[src/rtl/hid_pkg.sv]
// rtl/hid_pkg.sv - shared constants for the HID serial receiver
package hid_pkg;
    localparam int DEF_FRAME_BITS = 16;
    localparam int DEF_FIFO_DEPTH = 8;
    localparam int BLANK_CYCLES   = 3;
endpackage

[src/rtl/hid_rx_fifo.sv]
// rtl/hid_rx_fifo.sv - show-ahead frame FIFO with wrap-bit pointers
module hid_rx_fifo import hid_pkg::*; #(
    parameter int WIDTH = DEF_FRAME_BITS,
    parameter int DEPTH = DEF_FIFO_DEPTH,
    localparam int AW = $clog2(DEPTH)
) (
    input  logic             clk,
    input  logic             rst,
    input  logic             push,
    input  logic [WIDTH-1:0] push_data,
    input  logic             pop,
    output logic [WIDTH-1:0] rd_data,
    output logic             empty,
    output logic             full,
    output logic [AW:0]      level
);
    logic [WIDTH-1:0] mem [DEPTH];
    logic [AW:0]      wr_ptr;
    logic [AW:0]      rd_ptr;
    logic             do_push;
    logic             do_pop;

    assign empty   = (wr_ptr == rd_ptr);
    assign full    = (wr_ptr[AW] != rd_ptr[AW]) && (wr_ptr[AW-1:0] == rd_ptr[AW-1:0]);
    assign level   = wr_ptr - rd_ptr;
    assign do_pop  = pop & ~empty;
    // A pop in the same cycle frees the slot, so a full FIFO still accepts the push.
    assign do_push = push & (~full | do_pop);
    assign rd_data = empty ? '0 : mem[rd_ptr[AW-1:0]];

    always_ff @(posedge clk) begin
        if (do_push) begin
            mem[wr_ptr[AW-1:0]] <= push_data;
        end
    end

    always_ff @(posedge clk) begin
        if (rst) begin
            wr_ptr <= '0;
            rd_ptr <= '0;
        end else begin
            if (do_push) begin
                wr_ptr <= wr_ptr + 1'b1;
            end
            if (do_pop) begin
                rd_ptr <= rd_ptr + 1'b1;
            end
        end
    end
endmodule

[src/rtl/hid_serial_rx.sv]
// rtl/hid_serial_rx.sv - three-wire HID link receiver with frame FIFO and sticky flags
module hid_serial_rx import hid_pkg::*; #(
    parameter int FRAME_BITS = DEF_FRAME_BITS,
    parameter int FIFO_DEPTH = DEF_FIFO_DEPTH,
    localparam int LW = $clog2(FIFO_DEPTH) + 1
) (
    input  logic                  sys_clk,
    input  logic                  sys_rst,
    input  logic                  hid_clk,
    input  logic                  hid_dat,
    input  logic                  hid_str,
    output logic [FRAME_BITS-1:0] rd_data,
    output logic                  rd_valid,
    input  logic                  rd_ready,
    output logic [LW-1:0]         fifo_level,
    output logic                  err_flag,
    output logic                  ovf_flag,
    input  logic                  clr_flags
);
    localparam int CW = $clog2(FRAME_BITS + 2);
    localparam logic [CW-1:0] CNT_FRAME = CW'(FRAME_BITS);
    localparam logic [CW-1:0] CNT_MAX   = CW'(FRAME_BITS + 1);

    // Sync chain bit order: {str, dat, clk}.
    logic [2:0]            s1;
    logic [2:0]            s2;
    logic [2:0]            s3;
    logic [1:0]            blank;
    logic [FRAME_BITS-1:0] shift;
    logic [FRAME_BITS:0]   shift_ext;
    logic [CW-1:0]         bit_cnt;
    logic                  clk_rise;
    logic                  str_rise;
    logic                  push;
    logic                  pop;
    logic                  full;
    logic                  empty;
    logic                  set_err;
    logic                  set_ovf;

    assign clk_rise  = s2[0] & ~s3[0] & (blank == 2'd0);
    assign str_rise  = s2[2] & ~s3[2] & (blank == 2'd0);
    assign shift_ext = {shift, s2[1]};
    assign push      = str_rise & (bit_cnt == CNT_FRAME);
    assign set_err   = str_rise & (bit_cnt != '0) & (bit_cnt != CNT_FRAME);
    assign pop       = rd_valid & rd_ready;
    assign set_ovf   = push & full & ~pop;
    assign rd_valid  = ~empty;

    always_ff @(posedge sys_clk) begin
        if (sys_rst) begin
            s1       <= '0;
            s2       <= '0;
            s3       <= '0;
            blank    <= 2'(BLANK_CYCLES);
            shift    <= '0;
            bit_cnt  <= '0;
            err_flag <= 1'b0;
            ovf_flag <= 1'b0;
        end else begin
            s1 <= {hid_str, hid_dat, hid_clk};
            s2 <= s1;
            s3 <= s2;
            if (blank != 2'd0) begin
                blank <= blank - 2'd1;
            end
            // The strobe takes priority; a coincident clock edge is dropped.
            if (str_rise) begin
                bit_cnt <= '0;
            end else if (clk_rise) begin
                shift <= shift_ext[FRAME_BITS-1:0];
                if (bit_cnt != CNT_MAX) begin
                    bit_cnt <= bit_cnt + 1'b1;
                end
            end
            err_flag <= (err_flag & ~clr_flags) | set_err;
            ovf_flag <= (ovf_flag & ~clr_flags) | set_ovf;
        end
    end

    hid_rx_fifo #(
        .WIDTH (FRAME_BITS),
        .DEPTH (FIFO_DEPTH)
    ) u_fifo (
        .clk       (sys_clk),
        .rst       (sys_rst),
        .push      (push),
        .push_data (shift),
        .pop       (pop),
        .rd_data   (rd_data),
        .empty     (empty),
        .full      (full),
        .level     (fifo_level)
    );
endmodule

[config.mk]
export PLATFORM = sky130hd
export DESIGN_NAME = hid_serial_rx
export DESIGN_NICKNAME = d
export VERILOG_FILES = /design/src/rtl/hid_pkg.sv /design/src/rtl/hid_rx_fifo.sv /design/src/rtl/hid_serial_rx.sv
export SDC_FILE = /design/constraint.sdc
export NUM_CORES = 1
export LEC_CHECK = 0
export CORE_MARGIN = 8
export CORE_UTILIZATION = 54
export DETAILED_ROUTE_END_ITERATION = 6
export PLACE_DENSITY = 0.83
export SYNTH_ARGS = -nofsm -noshare
export SYNTH_HDL_FRONTEND = slang
export SYNTH_SLANG_ARGS = --single-unit
[constraint.sdc]
create_clock -name sys_clk -period 3 [get_ports sys_clk]
set_input_delay 0.75 -clock sys_clk [delete_from_list [all_inputs] [get_ports sys_clk]]
set_output_delay 0.75 -clock sys_clk [all_outputs]
set_load 0.1 [all_outputs]
After elaboration in Yosys (flattened, before gate mapping). Memories as Yosys holds them, arrays and structs flattened. A register that Yosys moved wholly into a read port is not among the register bits. Cells that the tools add are included.

Bitwise gates (word level): 24. Reduce and logical (&&, ||, !) cells: 7. Equality and inequality tests: 6. Add/subtract/negate cells: 5. Multiplexer cells: 5.

Operators by type and width (count): $mux W16 (1); $and A1 B1 Y1 (14); $ne A5 B5 Y1 const B (2); $add A4 B1 Y4 const B (2); $not A1 Y1 (7); $mux W3 (2); $add A5 B1 Y5 const B (1); $eq A5 B5 Y1 const B (1); $reduce_bool A5 Y1 (1); $eq A4 B4 Y1 (1); $reduce_and A2 Y1 (2); $sub A4 B4 Y4 (1); $eq A3 B3 Y1 (1); $or A1 B1 Y1 (3); $logic_not A2 Y1 (1); $mux W1 (2); $reduce_bool A2 Y1 (1); $reduce_or A2 Y1 (1); $sub A2 B1 Y2 const B (1); $logic_and A1 B1 Y1 (1); $ne A1 B1 Y1 (1).

Logic and storage cells: 58. Input port bits: 7. Memory bits (writable): 128. Memories: 1. Bits in registers: 42.

Memories: u_fifo.mem (depth 8, width 16, rd ports 1, clocked after Yosys merged registers in 1, write ports 1, line hid_rx_fifo.sv:17) `logic [WIDTH-1:0] mem [DEPTH];`.

Longest topological paths before layout.
Depth after elaboration: 8. Depth in mapped cells: 9. Depth with buffers taken out: 6.

Cells and area by module. A second synthesis with hierarchy kept.

Cells, all modules: 425. Area, all modules: 6787.8 sq um.

Modules (own cells, without submodules): hid_rx_fifo (area an instance 5487.8 sq um, cells each 295, times used 1, sequential area each 4063.9 sq um); hid_serial_rx (area an instance 1300.0 sq um, cells each 130, times used 1, sequential area each 660.6 sq um).

Worst setup path before layout. OpenSTA, ideal clock, no wires.

Path kind: reg2out. From: register u_fifo.wr_ptr[0]. To: output fifo_level[2]. Path buffers: 0. Stages on the path, launching flop included: 5. Data arrival time: 2678 ps. Slack: -428 ps. Cell sequence: dfxtp_1 -> inv_1 -> ha_1 -> fa_1 -> xnor2_1.

Cells in the longest elaborated chain, start to end: 1.

Ends and longest elaborated chain: start, declared (line hid_rx_fifo.sv:18) `logic [AW:0] wr_ptr;`; start signal, assigned (line hid_rx_fifo.sv:43) `wr_ptr <= wr_ptr + 1'b1;`; $sub A4 B4 Y4 (line hid_rx_fifo.sv:25) `assign level = wr_ptr - rd_ptr;`; end, declared (line hid_serial_rx.sv:15) `output logic [LW-1:0] fifo_level,`.

Every way passes these cells.

Worst setup path in the final report.
From: register u_fifo.wr_ptr[2]. To: output rd_data[11].

Cells in the longest elaborated chain, start to end: 2.

Ends and longest elaborated chain: $eq A4 B4 Y1 (line hid_rx_fifo.sv:23) `assign empty = (wr_ptr == rd_ptr);`; $mux W16 (line hid_rx_fifo.sv:29) `assign rd_data = empty ? '0 : mem[rd_ptr[AW-1:0]];`; end, declared (line hid_serial_rx.sv:12) `output logic [FRAME_BITS-1:0] rd_data,`.

Every way passes these cells.

==> metrics.md <==
| Metric | Value |
|---|---|
| Outcome | finished clean |
| CP Launch Type | register |
| Synthesized instance count | 412 |
| Max-cap violations | 0 |
| GRT Util Overall | 17.0% |
| Final Net Count | 486 |
| 1st-pass router iterations | 4 |
| Yosys warns | 0 |
| Reg area | 4730 um^2 |
| P&R area growth vs syn | 22.0% |
| Pwr/cell area | 567 nW/um^2 |
| Initial drt markers | 262 |
| CTS buffer count | 17 |
| Starting Density | 55.7% |
| Die W | 127 um |
| ANT cells | 0 |
| Top cell type's share of synthesized area | 57.3% |
| Final wirelength | 13100 um |
| Hold_buf cts | 0 |
| CP max stage delay | 510 ps |
| Commonest register cell after synthesis | edfxtp_1 |
| Clk buf depth | 2 |
| DR DRC count | 0 |
| Vias in the first global route | 3751 |
| Vias per Instance | 5.59 |
| Max IR drop VDD | 329 uV |
| Vias | 3633 |
| Fill cell count | 775 |
| Antenna violations before repair | 0 |
| Synthesized area | 6710 um^2 |
| Slowest cell on the critical path | dfxtp_1 |
| FP Rows | 40 |
| Clock Sinks | 172 |
| Grt ovf | 0 |
| RD Place Congestion | 0.776 |
| Minimum clock period | 2900 ps |
| Pin slew with the least headroom to its limit | 604 ps |
| Reg clk slew, reported paths | 70 ps |
| First-pass GRT wire length | 20300 um |
| Most common library cells after synthesis | 128 x edfxtp_1, 44 x dfxtp_1, 33 x nand2_1, 33 x nor2_1, 32 x mux4_2 |
| Final hold viol count | 0 |
| Setup violations, final | 0 |
| Reg2reg setup slack | 630 ps |
| Crit. End Element | output port |
| Largest net degree at the start of global routing | 33 |
| Crit path max fanout | 8 |
| # H-tree levels | 4 |
| Share of flip-flops with an asynchronous set or reset | 0% |
| Mean Syn Cell Area | 16.3 um^2 |
| Max frequency | 0.344 GHz |
| Die Footprint | 16300 um^2 |
| Hpwl dp | 8090 um |
| CTS tree | yes |
| Design area | 8190 um^2 |
| CP Data Arrival Time | 2150 ps |
| Number of port buffers | 29 |
| Setup TNS | 0 ps |
| Cell taking the most area after synthesis | edfxtp_1 |
| Worst Setup SP | u_fifo.wr_ptr[2] |
| Worst r2r src | u_fifo.wr_ptr[2] |
| Seq/Total Area, Yosys | 70.4% |
| Die Span Y | 127 um |
| Worst EP required | 2250 ps |
| Syn Nets | 429 |
| Routed wire per std cell | 20.2 um |
| Final Cycle Share | 96.8% |
| WP buf/inv | 2 |
| EDFF count, synth | 128 |
| Min-delay src | s1[2] |
| Clock latency at the later pin of the worst-skew pair | 430 ps |
| Hold crit path type | register to register |
| Multi-input gate area | 1930 um^2 |
| Synth area leaders | edfxtp_1 57%, dfxtp_1 13%, mux4_2 11%, mux2i_1 3.0%, nand2_1 1.8% |
| Pins Over Slew Limit | 0 |
| Top delay family on crit path | flip-flops |
| Leak | 2.77 nW |
| Top-count cell post-synth | edfxtp_1 |
| Rel. slew slack | 59.7% |
| Area after DPL | 7500 um^2 |
| Critical path, cell by cell | ha_1 > nand3_2 > nor2_4 > buf_6 > nor2_1 > buf_12 |
| Clock Skew | 7.88 ps |
| Antenna Violating Nets Remaining | 0 |
| WS Path Type | register to output port |
| Seq cells post-synth | 172 |
| I/O Pins | 30 |
| Netlist cell types | 41 |
| Core area | 12100 um^2 |
| Root buffer cell | clkbuf_16 |
| Fraction of layout cells with a size suffix above 1 | 28.8% |
-- worst register-to-register path, stage by stage, from the launching register on --
cell	delay, ps
dfxtp_1	510
ha_1	370
and4b_1	290
nand2_2	110
nand2_1	220
nor4_2	200
buf_4	340
-- cell families (layout without fill, tap and decap cells) --
family                   after synthesis  in the layout  share of synthesized area (%)
AND/OR/NAND/NOR                      105            105                           7.64
buffers and inverters                 32            102                           1.96
adder cells (fa/ha/maj)               10             10                           1.98
multiplexers                          53             53                           13.9
flip-flops                           172            172                           70.4
XOR/XNOR                              11             11                           1.55
AO/OA/AOI/OAI                         29             29                           2.55
-- worst paths after layout --
path | end | cells after the start
max | rd_data[11] | 6
min | s2[2] | 1
max reg2reg | u_fifo.mem[5][6] | 6
min reg2reg | s2[2] | 1
-- registers in the layout (all words and copies together), names as in the netlist, 2 cells and up, named ones only --
signal and flops:
blank 2, shift 16, u_fifo.wr_ptr 4, s2 3, s1 3, s3 2, u_fifo.rd_ptr 4, u_fifo.mem 128
bit_cnt 5
-- area by class of cell --
type | count | share of cell area, %
Inverter | 14 | 0.642
Clock inverter | 15 | 1.60
Tap cell | 168 | 2.57
Sequential cell | 172 | 57.8
Clock buffer | 17 | 5.19
Multi-Input combinational cell | 208 | 23.6
Timing Repair Buffer | 56 | 8.61
-- stage by stage --
stage	util [%]	hold WS (ps)	power, mW	cells	setup slack, ps
2_1_floorplan	-	414	2.62	412	-296
3_3_place_gp	62.2	426	2.64	606	339
3_5_place_dp	62.2	425	2.64	606	274
4_1_cts	67.0	441	4.67	638	9.15
5_1_grt	67.9	468	4.76	650	-5.56
6_report	67.9	437	4.65	650	96.3
-- per-layer routing --
layer  up-vias  global-route usage [%]  share of wire, %
met2        99                    28.1                51
met1      1833                    19.9                40
li1       1668                       -                 -
met5         -                       0                 0
met3        33                    4.45               5.6
met4         0                    9.24               3.3
-- placed cells by master, fill, tap and decap left out, types with 3 or more instances in the layout --
master           count
ha_1                 9
nand3b_1             3
a21oi_1             19
buf_4               27
inv_1               14
mux2i_1             19
clkbuf_16           17
nor2b_1             11
nor4_2               7
dfxtp_1             42
xor2_1               6
clkinvlp_4           3
nor2_1              28
clkdlybuf4s50_1      6
mux4_2              32
nand2_1             33
edfxtp_1           128
nor2_2               5
xnor2_1              3
nand2b_1             3
inv_6                6
inv_8                3
buf_12              21
-- power by group --
group	total (mW)	switching [mW]	internal, mW
logic	0.0527	0.0280	0.0248
clock network	2.06	0.971	1.09
registers	2.53	0.00458	2.53
total	4.65	1.00	3.64
-- what timing repair did --
action,CTS,global route
endpoints found under the setup margin,17,17
cloned,0,1
gates resized for setup,6,9
setup buffers,0,11
pin swaps,0,0
Power figures use the tool's default switching activity.
